<file path="src/rtl/mem_ctrl_if.sv">
// Byte-serial memory bus between the pipeline stages, the external RAM and mem_ctrl.
// slave is the controller's view; master is the requesters'/RAM's view.
interface mem_ctrl_if #(
  parameter int unsigned ADDR_W = 32
);
  logic              if_req;
  logic [ADDR_W-1:0] if_addr;
  logic              if_byte_valid;
  logic [7:0]        if_byte;
  logic [31:0]       if_inst;
  logic              if_done;
  logic              mem_req;
  logic              mem_we;
  logic [ADDR_W-1:0] mem_addr;
  logic [1:0]        mem_len;
  logic [31:0]       mem_wdata;
  logic [31:0]       mem_rdata;
  logic              mem_done;
  logic [ADDR_W-1:0] ram_a;
  logic [7:0]        ram_dout;
  logic              ram_wr;
  logic [7:0]        ram_din;
  logic              io_full;

  modport slave (
    input  if_req, if_addr, mem_req, mem_we, mem_addr, mem_len, mem_wdata, ram_din, io_full,
    output if_byte_valid, if_byte, if_inst, if_done, mem_rdata, mem_done, ram_a, ram_dout, ram_wr
  );

  modport master (
    output if_req, if_addr, mem_req, mem_we, mem_addr, mem_len, mem_wdata, ram_din, io_full,
    input  if_byte_valid, if_byte, if_inst, if_done, mem_rdata, mem_done, ram_a, ram_dout, ram_wr
  );
endinterface

</file>
<file path="src/rtl/mem_ctrl.sv">
// Arbitrates fetch and data requests onto a single byte-wide RAM port (data port has priority).
// Define MEM_CTRL_IO_STALL_EN to hold IO-region writes while io_full is asserted.
module mem_ctrl #(
  parameter int unsigned ADDR_W = 32,
  parameter logic [1:0]  IO_HI  = 2'b11
) (
  input logic       clk,
  input logic       rst,
  mem_ctrl_if.slave bus
);

  typedef enum logic [1:0] {StIdle, StIfRd, StMemRd, StMemWr} state_e;

  state_e            state_q, state_d;
  logic [ADDR_W-1:0] base_q, base_d;
  logic [2:0]        n_q, n_d;
  logic [2:0]        cnt_q, cnt_d;
  logic [31:0]       wdata_q, wdata_d;
  logic [31:0]       rbuf_q, rbuf_d;

  logic              if_byte_valid_q, if_byte_valid_d;
  logic [7:0]        if_byte_q, if_byte_d;
  logic [31:0]       if_inst_q, if_inst_d;
  logic              if_done_q, if_done_d;
  logic [31:0]       mem_rdata_q, mem_rdata_d;
  logic              mem_done_q, mem_done_d;
  logic [ADDR_W-1:0] ram_a_q, ram_a_d;
  logic [7:0]        ram_dout_q, ram_dout_d;
  logic              ram_wr_q, ram_wr_d;

  logic [2:0]        mem_n;
  logic [2:0]        cnt_inc;
  logic [1:0]        lane_rd;
  logic [1:0]        lane_wr;
  logic              stall_new;
  logic              stall_cur;

`ifdef MEM_CTRL_IO_STALL_EN
  assign stall_new = bus.io_full && (bus.mem_addr[ADDR_W-1 -: 2] == IO_HI);
  assign stall_cur = bus.io_full && (base_q[ADDR_W-1 -: 2] == IO_HI);
`else
  logic unused_io;
  assign unused_io = bus.io_full ^ (^IO_HI);
  assign stall_new = 1'b0;
  assign stall_cur = 1'b0;
`endif

  always_comb begin
    case (bus.mem_len)
      2'b00:   mem_n = 3'd1;
      2'b01:   mem_n = 3'd2;
      default: mem_n = 3'd4;
    endcase
  end

  // Reads: cnt_q counts cycles since the first busy cycle; ram_din for lane c-1 arrives at c.
  // Writes: cnt_q is the lane currently on the RAM port; a low ram_wr_q means it is stalled.
  always_comb begin
    state_d         = state_q;
    base_d          = base_q;
    n_d             = n_q;
    cnt_d           = cnt_q;
    wdata_d         = wdata_q;
    rbuf_d          = rbuf_q;
    if_byte_valid_d = 1'b0;
    if_byte_d       = if_byte_q;
    if_inst_d       = if_inst_q;
    if_done_d       = 1'b0;
    mem_rdata_d     = mem_rdata_q;
    mem_done_d      = 1'b0;
    ram_a_d         = ram_a_q;
    ram_dout_d      = ram_dout_q;
    ram_wr_d        = 1'b0;
    cnt_inc         = cnt_q + 3'd1;
    lane_rd         = 2'(cnt_q - 3'd1);
    lane_wr         = cnt_inc[1:0];

    unique case (state_q)
      StIdle: begin
        // A done pulse blocks acceptance so a still-held request is not retriggered.
        if (!if_done_q && !mem_done_q && (bus.mem_req || bus.if_req)) begin
          cnt_d  = 3'd0;
          rbuf_d = '0;
          if (bus.mem_req) begin
            base_d  = bus.mem_addr;
            n_d     = mem_n;
            wdata_d = bus.mem_wdata;
            ram_a_d = bus.mem_addr;
            if (bus.mem_we) begin
              state_d    = StMemWr;
              ram_dout_d = bus.mem_wdata[7:0];
              ram_wr_d   = !stall_new;
            end else begin
              state_d = StMemRd;
            end
          end else begin
            base_d  = bus.if_addr;
            n_d     = 3'd4;
            ram_a_d = bus.if_addr;
            state_d = StIfRd;
          end
        end
      end

      StIfRd, StMemRd: begin
        cnt_d = cnt_inc;
        if (cnt_inc < n_q) begin
          ram_a_d = base_q + ADDR_W'(cnt_inc);
        end
        if (cnt_q != 3'd0) begin
          rbuf_d[8*lane_rd +: 8] = bus.ram_din;
          if (state_q == StIfRd) begin
            if_byte_valid_d = 1'b1;
            if_byte_d       = bus.ram_din;
          end
        end
        if (cnt_q == n_q) begin
          state_d = StIdle;
          if (state_q == StIfRd) begin
            if_inst_d = rbuf_d;
            if_done_d = 1'b1;
          end else begin
            mem_rdata_d = rbuf_d;
            mem_done_d  = 1'b1;
          end
        end
      end

      StMemWr: begin
        if (!ram_wr_q) begin
          ram_wr_d = !stall_cur;
        end else if (cnt_inc < n_q) begin
          cnt_d      = cnt_inc;
          ram_a_d    = base_q + ADDR_W'(cnt_inc);
          ram_dout_d = wdata_q[8*lane_wr +: 8];
          ram_wr_d   = !stall_cur;
        end else begin
          mem_done_d = 1'b1;
          state_d    = StIdle;
        end
      end

      default: state_d = StIdle;
    endcase
  end

  always_ff @(posedge clk or negedge rst) begin
    if (!rst) begin
      state_q         <= StIdle;
      base_q          <= '0;
      n_q             <= '0;
      cnt_q           <= '0;
      wdata_q         <= '0;
      rbuf_q          <= '0;
      if_byte_valid_q <= 1'b0;
      if_byte_q       <= '0;
      if_inst_q       <= '0;
      if_done_q       <= 1'b0;
      mem_rdata_q     <= '0;
      mem_done_q      <= 1'b0;
      ram_a_q         <= '0;
      ram_dout_q      <= '0;
      ram_wr_q        <= 1'b0;
    end else begin
      state_q         <= state_d;
      base_q          <= base_d;
      n_q             <= n_d;
      cnt_q           <= cnt_d;
      wdata_q         <= wdata_d;
      rbuf_q          <= rbuf_d;
      if_byte_valid_q <= if_byte_valid_d;
      if_byte_q       <= if_byte_d;
      if_inst_q       <= if_inst_d;
      if_done_q       <= if_done_d;
      mem_rdata_q     <= mem_rdata_d;
      mem_done_q      <= mem_done_d;
      ram_a_q         <= ram_a_d;
      ram_dout_q      <= ram_dout_d;
      ram_wr_q        <= ram_wr_d;
    end
  end

  assign bus.if_byte_valid = if_byte_valid_q;
  assign bus.if_byte       = if_byte_q;
  assign bus.if_inst       = if_inst_q;
  assign bus.if_done       = if_done_q;
  assign bus.mem_rdata     = mem_rdata_q;
  assign bus.mem_done      = mem_done_q;
  assign bus.ram_a         = ram_a_q;
  assign bus.ram_dout      = ram_dout_q;
  assign bus.ram_wr        = ram_wr_q;

endmodule

</file>
<file path="src/flat_wrapper.sv">
// flat-port wrapper written by rule: the top's interface ports become plain ports
module mem_ctrl_flat 
#(
  parameter int unsigned ADDR_W = 32,
  parameter logic [1:0]  IO_HI  = 2'b11
)
  (clk, rst, bus_if_req, bus_if_addr, bus_mem_req, bus_mem_we, bus_mem_addr, bus_mem_len, bus_mem_wdata, bus_ram_din, bus_io_full, bus_if_byte_valid, bus_if_byte, bus_if_inst, bus_if_done, bus_mem_rdata, bus_mem_done, bus_ram_a, bus_ram_dout, bus_ram_wr);
  mem_ctrl_if #(.ADDR_W(ADDR_W)) bus_i ();
  input logic clk;
  input logic rst;
  input wire logic [$bits(bus_i.if_req)-1:0] bus_if_req;
  input wire logic [$bits(bus_i.if_addr)-1:0] bus_if_addr;
  input wire logic [$bits(bus_i.mem_req)-1:0] bus_mem_req;
  input wire logic [$bits(bus_i.mem_we)-1:0] bus_mem_we;
  input wire logic [$bits(bus_i.mem_addr)-1:0] bus_mem_addr;
  input wire logic [$bits(bus_i.mem_len)-1:0] bus_mem_len;
  input wire logic [$bits(bus_i.mem_wdata)-1:0] bus_mem_wdata;
  input wire logic [$bits(bus_i.ram_din)-1:0] bus_ram_din;
  input wire logic [$bits(bus_i.io_full)-1:0] bus_io_full;
  output wire logic [$bits(bus_i.if_byte_valid)-1:0] bus_if_byte_valid;
  output wire logic [$bits(bus_i.if_byte)-1:0] bus_if_byte;
  output wire logic [$bits(bus_i.if_inst)-1:0] bus_if_inst;
  output wire logic [$bits(bus_i.if_done)-1:0] bus_if_done;
  output wire logic [$bits(bus_i.mem_rdata)-1:0] bus_mem_rdata;
  output wire logic [$bits(bus_i.mem_done)-1:0] bus_mem_done;
  output wire logic [$bits(bus_i.ram_a)-1:0] bus_ram_a;
  output wire logic [$bits(bus_i.ram_dout)-1:0] bus_ram_dout;
  output wire logic [$bits(bus_i.ram_wr)-1:0] bus_ram_wr;
  assign bus_i.if_req = bus_if_req;
  assign bus_i.if_addr = bus_if_addr;
  assign bus_i.mem_req = bus_mem_req;
  assign bus_i.mem_we = bus_mem_we;
  assign bus_i.mem_addr = bus_mem_addr;
  assign bus_i.mem_len = bus_mem_len;
  assign bus_i.mem_wdata = bus_mem_wdata;
  assign bus_i.ram_din = bus_ram_din;
  assign bus_i.io_full = bus_io_full;
  assign bus_if_byte_valid = bus_i.if_byte_valid;
  assign bus_if_byte = bus_i.if_byte;
  assign bus_if_inst = bus_i.if_inst;
  assign bus_if_done = bus_i.if_done;
  assign bus_mem_rdata = bus_i.mem_rdata;
  assign bus_mem_done = bus_i.mem_done;
  assign bus_ram_a = bus_i.ram_a;
  assign bus_ram_dout = bus_i.ram_dout;
  assign bus_ram_wr = bus_i.ram_wr;
  mem_ctrl #(.ADDR_W(ADDR_W), .IO_HI(IO_HI)) u_core (.clk(clk), .rst(rst), .bus(bus_i));
endmodule
</file>
<file path="config.mk">
export PLATFORM = sky130hd
export DESIGN_NAME = mem_ctrl_flat
export DESIGN_NICKNAME = d
export VERILOG_FILES = /design/src/rtl/mem_ctrl_if.sv /design/src/rtl/mem_ctrl.sv /design/src/flat_wrapper.sv
export SDC_FILE = /design/constraint.sdc
export NUM_CORES = 1
export LEC_CHECK = 0
export BUFFER_PORTS_ARGS = -buffer_cell sky130_fd_sc_hd__buf_4
export CAP_MARGIN = 20
export CORE_ASPECT_RATIO = 0.5
export CORE_MARGIN = 3
export CORE_UTILIZATION = 55
export CTS_CLUSTER_SIZE = 10
export DETAILED_ROUTE_END_ITERATION = 12
export GPL_TIMING_DRIVEN = 0
export PLACE_DENSITY = 0.8
export SETUP_SLACK_MARGIN = 0.02
export SKIP_LAST_GASP = 1
export SLEW_MARGIN = 0
export SYNTH_ARGS = -nofsm -noshare
export SYNTH_HDL_FRONTEND = slang
export SYNTH_SLANG_ARGS = --single-unit
</file>
<file path="constraint.sdc">
create_clock -name clk -period 3.9 [get_ports clk]
set_clock_uncertainty 0.1 [all_clocks]
set_input_delay 0.585 -clock clk [delete_from_list [all_inputs] [get_ports clk]]
set_output_delay 0.585 -clock clk [all_outputs]
set_load 0.05 [all_outputs]
</file>
Word-level counts from Yosys, hierarchy flattened
Index checks and enable logic that the tools add are counted.
{ "totals": {"regBits": 220, "latch_bits": 0, "ram_bits": 0, "mem_bits_ro": 0, "input_bits": 112, "out_inout_bits": 116, "wordCells": 101, "n_memories": 0} }
{ "classes": {"add_sub_neg": 4, "multipliers": 0, "div_mod_pow": 0, "order_cmp": 1, "eq_ne": 12, "shifts": 3, "mux": 44, "bitwise": 1, "reduce_logical": 21} }
{ "op_table": {"columns": ["op", "count"], "rows": [
  ["$mux W32", 6],
  ["$pmux W32 S3", 1],
  ["$pmux W32 S2", 1],
  ["$mux W8", 5],
  ["$neg A5 Y34", 1],
  ["$shift A8 B34 Y32 const A", 1],
  ["$shiftx A8 B34 Y32", 1],
  ["$add A32 B3 Y32", 1],
  ["$bwmux W32", 1],
  ["$shiftx A32 B6 Y8", 1],
  ["$pmux W8 S2", 1],
  ["$mux W1", 15],
  ["$reduce_and A3 Y1", 5],
  ["$mux W3", 4],
  ["$mux W2", 5],
  ["$pmux W3 S3", 1],
  ["$ne A2 B1 Y1 const B", 4],
  ["$ne A2 B2 Y1 const B", 3],
  ["$pmux W2 S3", 1],
  ["$pmux W3 S2", 1],
  ["$reduce_and A2 Y1", 3],
  ["$reduce_and A6 Y1", 1],
  ["$eq A2 B1 Y1 const B", 2],
  ["$eq A2 B2 Y1 const B", 2],
  ["14 further kinds", 19]
]} }

Depth between registers and ports, before layout
Gate-level depths: netlist of the first run.
{ "logic_depth": {"word_depth": 6, "mapped_depth": 10} }

Worst setup path after synthesis of the first run
No wires, ideal clock.
{ "synth_timing": {"path_type": "reg-to-reg", "from": "register u_core.cnt_q[0]", "to": "register u_core.ram_a_q[18], in the netlist u_core.bus.ram_a[18]", "arrival_time_ns": 3.303, "t_required_ns": 3.674, "setup_slack_ns": 0.371, "stages_incl_launch_ff": 11, "path_buffers": 1, "path_cell_list": "dfrtp_1 inv_1 ha_1 buf_1 inv_1 fa_1 nand2b_1 a2111o_1 nor4_2 xor2_1 a221o_1"} }
{ "synth_between": {"elab_chain_len": 5, "word_cells_on_any_way": 6, "classes_between": "add/sub: 2; order compare: 1; mux: 3"} }
{ "synth_lines": {"columns": ["item", "line_no", "rtl"], "rows": [
  ["start, declared", "mem_ctrl.sv:17", "logic [2:0] cnt_q, cnt_d;"],
  ["start signal, assigned", "mem_ctrl.sv:168", "cnt_q <= cnt_d;"],
  ["$add A3 B1 Y3 *", "mem_ctrl.sv:74", "cnt_inc = cnt_q + 3'd1;"],
  ["$add A32 B3 Y32 or $lt A3 B3 Y1 (tied branches)", null, null],
  ["$mux W32 *", "mem_ctrl.sv:107, mem_ctrl.sv:132", null],
  ["$mux W32", "mem_ctrl.sv:130", "if (!ram_wr_q) begin"],
  ["$pmux W32 S3 *", "mem_ctrl.sv:78", "unique case (state_q)"],
  ["end signal, assigned", "mem_ctrl.sv:177", "ram_a_q <= ram_a_d;"],
  ["end, declared", "mem_ctrl.sv:27", "logic [ADDR_W-1:0] ram_a_q, ram_a_d;"]
]} }
Mark *: on every way between the ends. The rest lies on a longest branch, timed or not. The select of a mux whose other input is x is not followed.
A chain may end at the register's enable or synchronous reset.

Final worst setup path of the first run
Same ends and word-level chain as after synthesis.

==> results by group, run 1 <==
STA
  – Final Cycle Share: 96.6%
  – Clock period minus final worst setup slack: 3.77 ns
  – Worst-margin pin slew: 0.844 ns
  – Final Max Tran Viols: 0
  – Slew headroom: 43.2%
  – Unrepaired setup endpoints after global routing: false
  – Highest attainable clock frequency: 266 MHz
  – Final number of hold-violating endpoints: 0
  – Total setup violations reported at the end of the flow: 0

Critical path
  – Critical path class: register to register
  – Reg-to-reg setup timing slack: 0.13 ns
  – Worst reg2reg startpoint: u_core.cnt_q[0]
  – Required arrival time at the worst endpoint: 4.21 ns
  – Cell count of the worst reg-to-reg path: 10
  – Reg-to-reg critical path endpoint: u_core.bus.ram_a[18]
  – Crit start category: register
  – Maximum fanout along the worst path: 10
  – CP arrival: 4.08 ns
  – Crit end category: register

Drt
  – Routed Wire Length: 29,000 um
  – Routed len/inst: 20.4 um
  – Number of iterations in the first detailed-routing pass: 5
  – Detailed-route via count: 8,512
  – Count of unresolved DRC violations after routing: 0
  – 1st-iter DRT viols: 829
  – Vias/cell: 5.99
  – Number of routed nets with antenna violations: 0

GRT
  – Number of antenna violations at the first check in global routing: 0
  – Total global routing track utilization: 27.8%
  – Total congestion overflow after global routing: 0
  – Number of global-route vias before repair: 8,558
  – Pin count of the biggest net entering global routing: 112
  – Global-route wire length before repair: 45,900 um

CTS
  – H-Tree Level Count: 1
  – CTS Hold Buffers Added: 0
  – Clock Tree Root: sky130_fd_sc_hd__clkbuf_16
  – Number of sinks handled by clock tree synthesis: 220
  – Inserted Clock Buffers: 25
  – Clock edge transition at the registers on the reported setup and hold paths: 0.06 ns
  – TritonCTS clock tree: done
  – Clock buffer depth: 3
  – CTS resizes: 4
  – Number of buffers inserted by post-CTS setup repair: 0
  – Clock insertion delay at the later pin of the skew report: 0.52 ns

Cells and area
  – Number of antenna cells inserted: 0
  – Final std cell area, no fill: 13,000 um2
  – Area grow syn2layout: 25.5%
  – Share of the core filled with cells: 72.6%
  – Fraction of layout instances using a drive strength above 1: 31.1%
  – Number of nets at the end of the flow: 1,301

Place
  – Final HPWL DP: 21,000 um
  – Placed Area: 12,300 um2
  – Gp weighted congestion: 0.912
  – Number of port buffers: 217

Yosys
  – Cell count after synthesis: 926
  – Net count of the mapped netlist: 1,056
  – Async set-or-reset flop fraction in the synthesized netlist: 100%
  – Synth Cell Area: 10,400 um2
  – Synth cell types: 59
  – Number of flops mapped to enable cells by yosys: 0
  – Synth Register Bits: 220
  – Most instantiated flip-flop cell in the synthesis netlist: sky130_fd_sc_hd__dfrtp_1
  – Sequential area share after synthesis: 53.1%
  – Syn. warnings: 0
  – Mean area per synthesized cell: 11.2 um2

Power
  – Design Power: 13,100 uW
  – Maximum VDD drop: 0.000642 V
  – Power per unit of standard cell area: 1010 nW/um2
  – Leak: 0.00594 uW

Floorplanning
  – IO Count: 228
  – Vertical die dimension: 103 um
  – Number of placement rows: 34
  – Core area: 17,900 um2
  – Effective utilization at floorplan: 57.9%
  – Overall die width: 200 um
  – Floorplan die area: 20,600 um2

Worst hold path
  – Worst min-delay path class: input pin to async pin

Flow run
  – Reported max-cap violation count: 0

Status
  – Status: completed
## report_power, final
group          internal [uW]  total [uW]  leakage (uW)  switching, uW
Sequential              3300        4060       0.00267            754
Clock                   1130        2010      0.000318            873
Combinational           2400        7010       0.00295           4620
Total                   6830       13100       0.00594           6240
## cells by family (layout without fill, tap and decap cells)
logic type	Yosys count	count (layout)	share of synthesized area, %
compound gates	242	242	15.4
buf+inv	79	323	3.14
flops	220	220	53.1
xor+xnor	29	29	2.45
simple gates	228	228	11.2
mux	110	110	12.5
fa+ha+maj	18	18	2.24
## worst max-delay path by stage
stage	startpoint	to	slack, ns	depth (start not counted)
after floorplan	u_core.cnt_q[0]	u_core.bus.ram_a[18]	0.37	10
after global placement	u_core.cnt_q[0]	u_core.bus.ram_a[18]	-0.51	10
after detailed placement	u_core.cnt_q[0]	u_core.bus.ram_a[18]	-0.60	10
after CTS	u_core.cnt_q[0]	u_core.bus.ram_a[18]	0.13	10
after global routing	u_core.cnt_q[0]	u_core.bus.ram_a[18]	0.03	10
final	u_core.cnt_q[0]	u_core.bus.ram_a[18]	0.13	10
## critical path: stages, from the launching register on
cell and delay [ns]:
sky130_fd_sc_hd__dfrtp_2 0.50, sky130_fd_sc_hd__inv_1 0.19, sky130_fd_sc_hd__ha_2 0.43, sky130_fd_sc_hd__buf_4 0.25, sky130_fd_sc_hd__inv_1 0.11, sky130_fd_sc_hd__fa_1 0.47
sky130_fd_sc_hd__nand2b_1 0.24, sky130_fd_sc_hd__a2111o_1 0.51, sky130_fd_sc_hd__nor4_4 0.38, sky130_fd_sc_hd__xor2_1 0.13, sky130_fd_sc_hd__a221o_1 0.33
## layout by cell type, fill, tap and decap left out, types with 5 or more instances in the layout
master and n:
sky130_fd_sc_hd__a21oi_1 41, sky130_fd_sc_hd__and3_1 9, sky130_fd_sc_hd__mux4_2 8, sky130_fd_sc_hd__mux2i_1 29, sky130_fd_sc_hd__xor2_1 20, sky130_fd_sc_hd__nand4_1 5
sky130_fd_sc_hd__buf_4 217, sky130_fd_sc_hd__clkbuf_1 30, sky130_fd_sc_hd__nand3_1 21, sky130_fd_sc_hd__xnor2_1 9, sky130_fd_sc_hd__mux2_2 73, sky130_fd_sc_hd__a22o_1 34
sky130_fd_sc_hd__a22oi_1 35, sky130_fd_sc_hd__o21ai_0 91, sky130_fd_sc_hd__buf_2 17, sky130_fd_sc_hd__o211ai_1 6, sky130_fd_sc_hd__dfrtp_1 219, sky130_fd_sc_hd__buf_1 13
sky130_fd_sc_hd__nor2_1 50, sky130_fd_sc_hd__clkbuf_16 25, sky130_fd_sc_hd__a221o_1 13, sky130_fd_sc_hd__ha_1 16, sky130_fd_sc_hd__inv_1 17, sky130_fd_sc_hd__nand2_1 96
sky130_fd_sc_hd__nor3_1 9
## cell type report
type | count | area [um2]
buffer | 62 | 265
timing repair buffer | 218 | 1660
inverter | 17 | 63.8
multi-input combinational | 627 | 4550
sequential | 220 | 5510
fill | 1245 | 4900
clock buffer | 25 | 626
tap | 252 | 315
clock inverter | 1 | 20.0
## synth_stat cells (2+ instances only)
| master | count | area [um2] |
|---|---|---|
| sky130_fd_sc_hd__mux4_2 | 8 | 180 |
| sky130_fd_sc_hd__a221o_1 | 13 | 130 |
| sky130_fd_sc_hd__o21ai_0 | 91 | 455 |
| sky130_fd_sc_hd__buf_1 | 14 | 52.6 |
| sky130_fd_sc_hd__clkbuf_1 | 30 | 113 |
| sky130_fd_sc_hd__and2_1 | 2 | 12.5 |
| sky130_fd_sc_hd__nor4_4 | 2 | 42.5 |
| sky130_fd_sc_hd__and4_1 | 2 | 17.5 |
| sky130_fd_sc_hd__mux2_2 | 73 | 822 |
| sky130_fd_sc_hd__and3_1 | 9 | 56.3 |
| sky130_fd_sc_hd__nand2b_1 | 2 | 12.5 |
| sky130_fd_sc_hd__nand4_1 | 5 | 31.3 |
| sky130_fd_sc_hd__or3_1 | 3 | 18.8 |
| sky130_fd_sc_hd__nor2b_1 | 4 | 25.0 |
| sky130_fd_sc_hd__a21oi_1 | 41 | 205 |
| sky130_fd_sc_hd__inv_1 | 17 | 63.8 |
| sky130_fd_sc_hd__ha_1 | 17 | 213 |
| sky130_fd_sc_hd__nor3b_2 | 2 | 25.0 |
| sky130_fd_sc_hd__nor2_1 | 50 | 188 |
| sky130_fd_sc_hd__nand2_1 | 96 | 360 |
| sky130_fd_sc_hd__nor3b_1 | 3 | 22.5 |
| sky130_fd_sc_hd__xnor2_1 | 9 | 78.8 |
| sky130_fd_sc_hd__xor2_1 | 20 | 175 |
| sky130_fd_sc_hd__nor4_2 | 4 | 50.1 |
| sky130_fd_sc_hd__o21bai_1 | 3 | 22.5 |
| sky130_fd_sc_hd__a22o_1 | 34 | 298 |
| sky130_fd_sc_hd__dfrtp_1 | 220 | 5510 |
| sky130_fd_sc_hd__a32o_1 | 2 | 20.0 |
| sky130_fd_sc_hd__mux2i_1 | 29 | 290 |
| sky130_fd_sc_hd__o211ai_1 | 6 | 45.0 |
| sky130_fd_sc_hd__nand3b_1 | 2 | 15.0 |
| sky130_fd_sc_hd__nor4b_4 | 2 | 47.6 |
| sky130_fd_sc_hd__buf_2 | 17 | 85.1 |
| sky130_fd_sc_hd__nor3_2 | 2 | 20.0 |
| sky130_fd_sc_hd__a211oi_1 | 3 | 22.5 |
| sky130_fd_sc_hd__nor4_1 | 4 | 25.0 |
| sky130_fd_sc_hd__nand3_1 | 21 | 105 |
| sky130_fd_sc_hd__nor3_1 | 9 | 45.0 |
| sky130_fd_sc_hd__a22oi_1 | 35 | 263 |
## flip-flops by register name (all words and copies together) (netlist names), 2 cells and up
signal,count
u_core.bus.mem_rdata,32
u_core.bus.ram_dout,8
u_core.cnt_q,3
u_core.n_q,3
u_core.bus.if_inst,32
u_core.rbuf_q,32
u_core.state_q,2
u_core.bus.if_byte,8
u_core.base_q,32
u_core.bus.ram_a,32
u_core.wdata_q,32
## stage by stage
stage | setup TNS, ns | hold WS, ns | setup WS [ns] | cells
after floorplan | 0 | 0.189 | 0.371 | 926
after global placement | -1.54 | 0.366 | -0.509 | 1395
after detailed placement | -2.04 | 0.378 | -0.600 | 1396
after CTS | 0 | 0.0638 | 0.134 | 1422
after global routing | 0 | 0.0986 | 0.0305 | 1422
final | 0 | 0.00698 | 0.134 | 1422
## layer usage
| metal | track usage, % | wire length [um] | part of all wire [%] | up-vias |
|---|---|---|---|---|
| met5 | 0 | 0 | 0 | - |
| met4 | 7.82 | 685 | 2.4 | 0 |
| met3 | 5.93 | 2150 | 7.4 | 67 |
| met2 | 45.7 | 13500 | 46 | 372 |
| met1 | 38.2 | 12700 | 44 | 4226 |
| li1 | - | - | - | 3847 |
Note: power is estimated with default switching activity, not from simulation.
==> run 2, diff against run 1 <==
- BUFFER_PORTS_ARGS: -buffer_cell sky130_fd_sc_hd__buf_4 -> -buffer_cell sky130_fd_sc_hd__buf_2
- CORE_ASPECT_RATIO: 0.5 -> default
==> results by group, run 2 (synthesized netlist as in run 1, its figures left out) <==
STA
  – Final Cycle Share: 96.1% (-0.44 points)
  – Final number of hold-violating endpoints: 0 (unchanged)
  – Setup tns final: 0 ns (unchanged)
  – Total setup violations reported at the end of the flow: 0 (unchanged)
  – Clock period minus final worst setup slack: 3.75 ns (-0.0173 ns)
  – Setup ws final: 0.152 ns (+0.0173 ns)
  – Slew headroom: 37.4% (-5.8 points)
  – Highest attainable clock frequency: 267 MHz (+0.46%)
  – Unrepaired setup endpoints after global routing: false
  – Final Max Tran Viols: 0 (unchanged)
  – Worst-margin pin slew: 0.931 ns (+0.0864 ns)

Floorplanning
  – Number of placement rows: 49 (+44%)
  – Overall die width: 143 um (-28%)
  – IO Count: 228 (unchanged)
  – Floorplan die area: 20,500 um2 (-0.48%)
  – Effective utilization at floorplan: 56.9% (-0.95 points)
  – Vertical die dimension: 143 um (+39%)
  – Core area: 18,200 um2 (+1.7%)

CTS
  – Number of sinks handled by clock tree synthesis: 220 (unchanged)
  – Inserted Clock Buffers: 25 (unchanged)
  – Clock edge transition at the registers on the reported setup and hold paths: 0.06 ns (about the same)
  – Clock Tree Root: sky130_fd_sc_hd__clkbuf_16
  – TritonCTS clock tree: done
  – Clock insertion delay at the later pin of the skew report: 0.51 ns (about the same)
  – H-Tree Level Count: 1 (unchanged)
  – CTS Hold Buffers Added: 0 (unchanged)
  – Clock buffer depth: 3 (unchanged)

Critical path
  – CP arrival: 4.04 ns (-0.04 ns)
  – Maximum fanout along the worst path: 10 (unchanged)
  – Required arrival time at the worst endpoint: 4.19 ns (-0.02 ns)
  – Worst reg2reg startpoint: u_core.cnt_q[0]
  – Startpoint of the worst setup timing path: u_core.cnt_q[0]
  – Crit start category: register
  – Crit end category: register
  – Critical path class: register to register

Cells and area
  – Fraction of layout instances using a drive strength above 1: 31.3% (+0.14 points)
  – Number of nets at the end of the flow: 1,302 (+0.077%)
  – Area grow syn2layout: 20.0%
  – Most common library cell in the layout ignoring fill and taps: sky130_fd_sc_hd__buf_2
  – FILL cells: 1,391 (+12%)
  – Number of antenna cells inserted: 0 (unchanged)
  – Register area: 5510 um2 (unchanged)
  – Number of cells in the finished layout apart from fillers: 1,400 (-1.5%)
  – Area of combinational cells with multiple inputs: 4550 um2 (+0.14%)
  – Most used cells in the layout excluding fill and tap cells: 233 x sky130_fd_sc_hd__buf_2, 219 x sky130_fd_sc_hd__dfrtp_1, 96 x sky130_fd_sc_hd__nand2_1, 91 x sky130_fd_sc_hd__o21ai_0, 73 x sky130_fd_sc_hd__mux2_2
  – Final std cell area, no fill: 12,400 um2 (-4.4%)

Place
  – Number of cells in the design after placement: 1,373 (-1.6%)
  – Minimum setup slack after placement: -0.764 ns (-0.164 ns)
  – Gp weighted congestion: 0.925 (+1.4%)
  – Number of port buffers: 217 (unchanged)
  – Placed Area: 11,800 um2 (-4.6%)
  – Final HPWL DP: 20,000 um (-4.7%)

Drt
  – Routed len/inst: 19.9 um (-2.5%)
  – 1st-iter DRT viols: 614 (-26%)
  – Vias/cell: 5.97 (-0.34%)
  – Count of unresolved DRC violations after routing: 0 (unchanged)
  – Number of iterations in the first detailed-routing pass: 7 (+2)
  – Number of routed nets with antenna violations: 0 (unchanged)
  – Routed Wire Length: 27,800 um (-4.0%)
  – Detailed-route via count: 8,352 (-1.9%)

Power
  – Power per unit of standard cell area: 1010 nW/um2 (+0.32%)
  – Leak: 0.00576 uW (-3.1%)
  – Design Power: 12,500 uW (-4.0%)
  – Maximum VDD drop: 0.000582 V (-9.4%)

Status
  – Status: completed

GRT
  – Pin count of the biggest net entering global routing: 118 (+5.4%)
  – Total global routing track utilization: 26.7% (-1.1 points)
  – Global-route wire length before repair: 43,900 um (-4.3%)
  – Number of global-route vias before repair: 8,434 (-1.4%)
  – Number of antenna violations at the first check in global routing: 1 (+1)
  – Total congestion overflow after global routing: 0 (unchanged)

Flow run
  – Reported max-cap violation count: 0 (unchanged)

Worst hold path
  – Worst min-delay path class: input pin to async pin
## run 2: changes by cell type in the layout (fill, tap and decap cells not counted)
cell / previous run / this run
sky130_fd_sc_hd__inv_16: 1 / 0
sky130_fd_sc_hd__inv_6: 0 / 1
sky130_fd_sc_hd__buf_4: 217 / 2
sky130_fd_sc_hd__nor4_1: 4 / 3
sky130_fd_sc_hd__nor4_2: 3 / 4
sky130_fd_sc_hd__buf_2: 17 / 233
## run 2: worst paths after layout
kind,slack (ns),depth (start not counted),endpoint
setup / recovery,0.15,10,u_core.bus.ram_a[18]
hold / removal,0.002,1,u_core.bus.if_inst[22]
setup reg to reg,0.15,10,u_core.bus.ram_a[18]
hold reg to reg,0.37,2,u_core.bus.mem_rdata[12]
max in group asynchronous,2.66,2,u_core.bus.ram_a[17]
min in group clk,0.20,2,u_core.wdata_q[29]
## run 2: power by group
part	leakage (uW)	internal (uW)	switching (uW)	total, uW
Clock	0.000313	1120	832	1960
Sequential	0.00267	3300	688	3990
Combinational	0.00277	2030	4570	6600
## run 2: area by class of cell
class                   instances  share of cell area (%)
flip-flops and latches        220                    44.3
multi-input cells             627                    36.6
repair buffers                219                    9.09
clock buffers                  25                    5.03
well taps                     229                    2.30
plain buffers                  62                    2.13
inverters                      17                   0.513
clock inverters                 1                  0.0704
## run 2: stage by stage
| step | util, % | hold slack, ns |
|---|---|---|
| global placement | 64.5 | 0.357 |
| detailed placement | 64.7 | 0.366 |
| finish | 68.3 | 0.00225 |
| CTS | 68.2 | 0.0529 |
| global route | 68.3 | 0.0756 |
| floorplan | - | 0.189 |
## run 2: timing repair
item,CTS,global route
resized for setup,4,2
setup endpoints to repair,9,3
setup buffers,0,1
pin swaps,0,1
## run 2: metal layers
metal | routed length, um | GRT usage [%]
met5 | 8 | 0
met4 | 907 | 9.27
met3 | 1950 | 4.83
met2 | 13200 | 43.2
met1 | 11800 | 36.8
## run 2: worst max-delay path: stages, from the launching register on
cell and delay (ns):
sky130_fd_sc_hd__dfrtp_2 0.49, sky130_fd_sc_hd__inv_1 0.20, sky130_fd_sc_hd__ha_2 0.45, sky130_fd_sc_hd__buf_4 0.25, sky130_fd_sc_hd__inv_1 0.13, sky130_fd_sc_hd__fa_1 0.46
sky130_fd_sc_hd__nand2b_1 0.23, sky130_fd_sc_hd__a2111o_1 0.53, sky130_fd_sc_hd__nor4_4 0.31, sky130_fd_sc_hd__xor2_1 0.13, sky130_fd_sc_hd__a221o_1 0.33
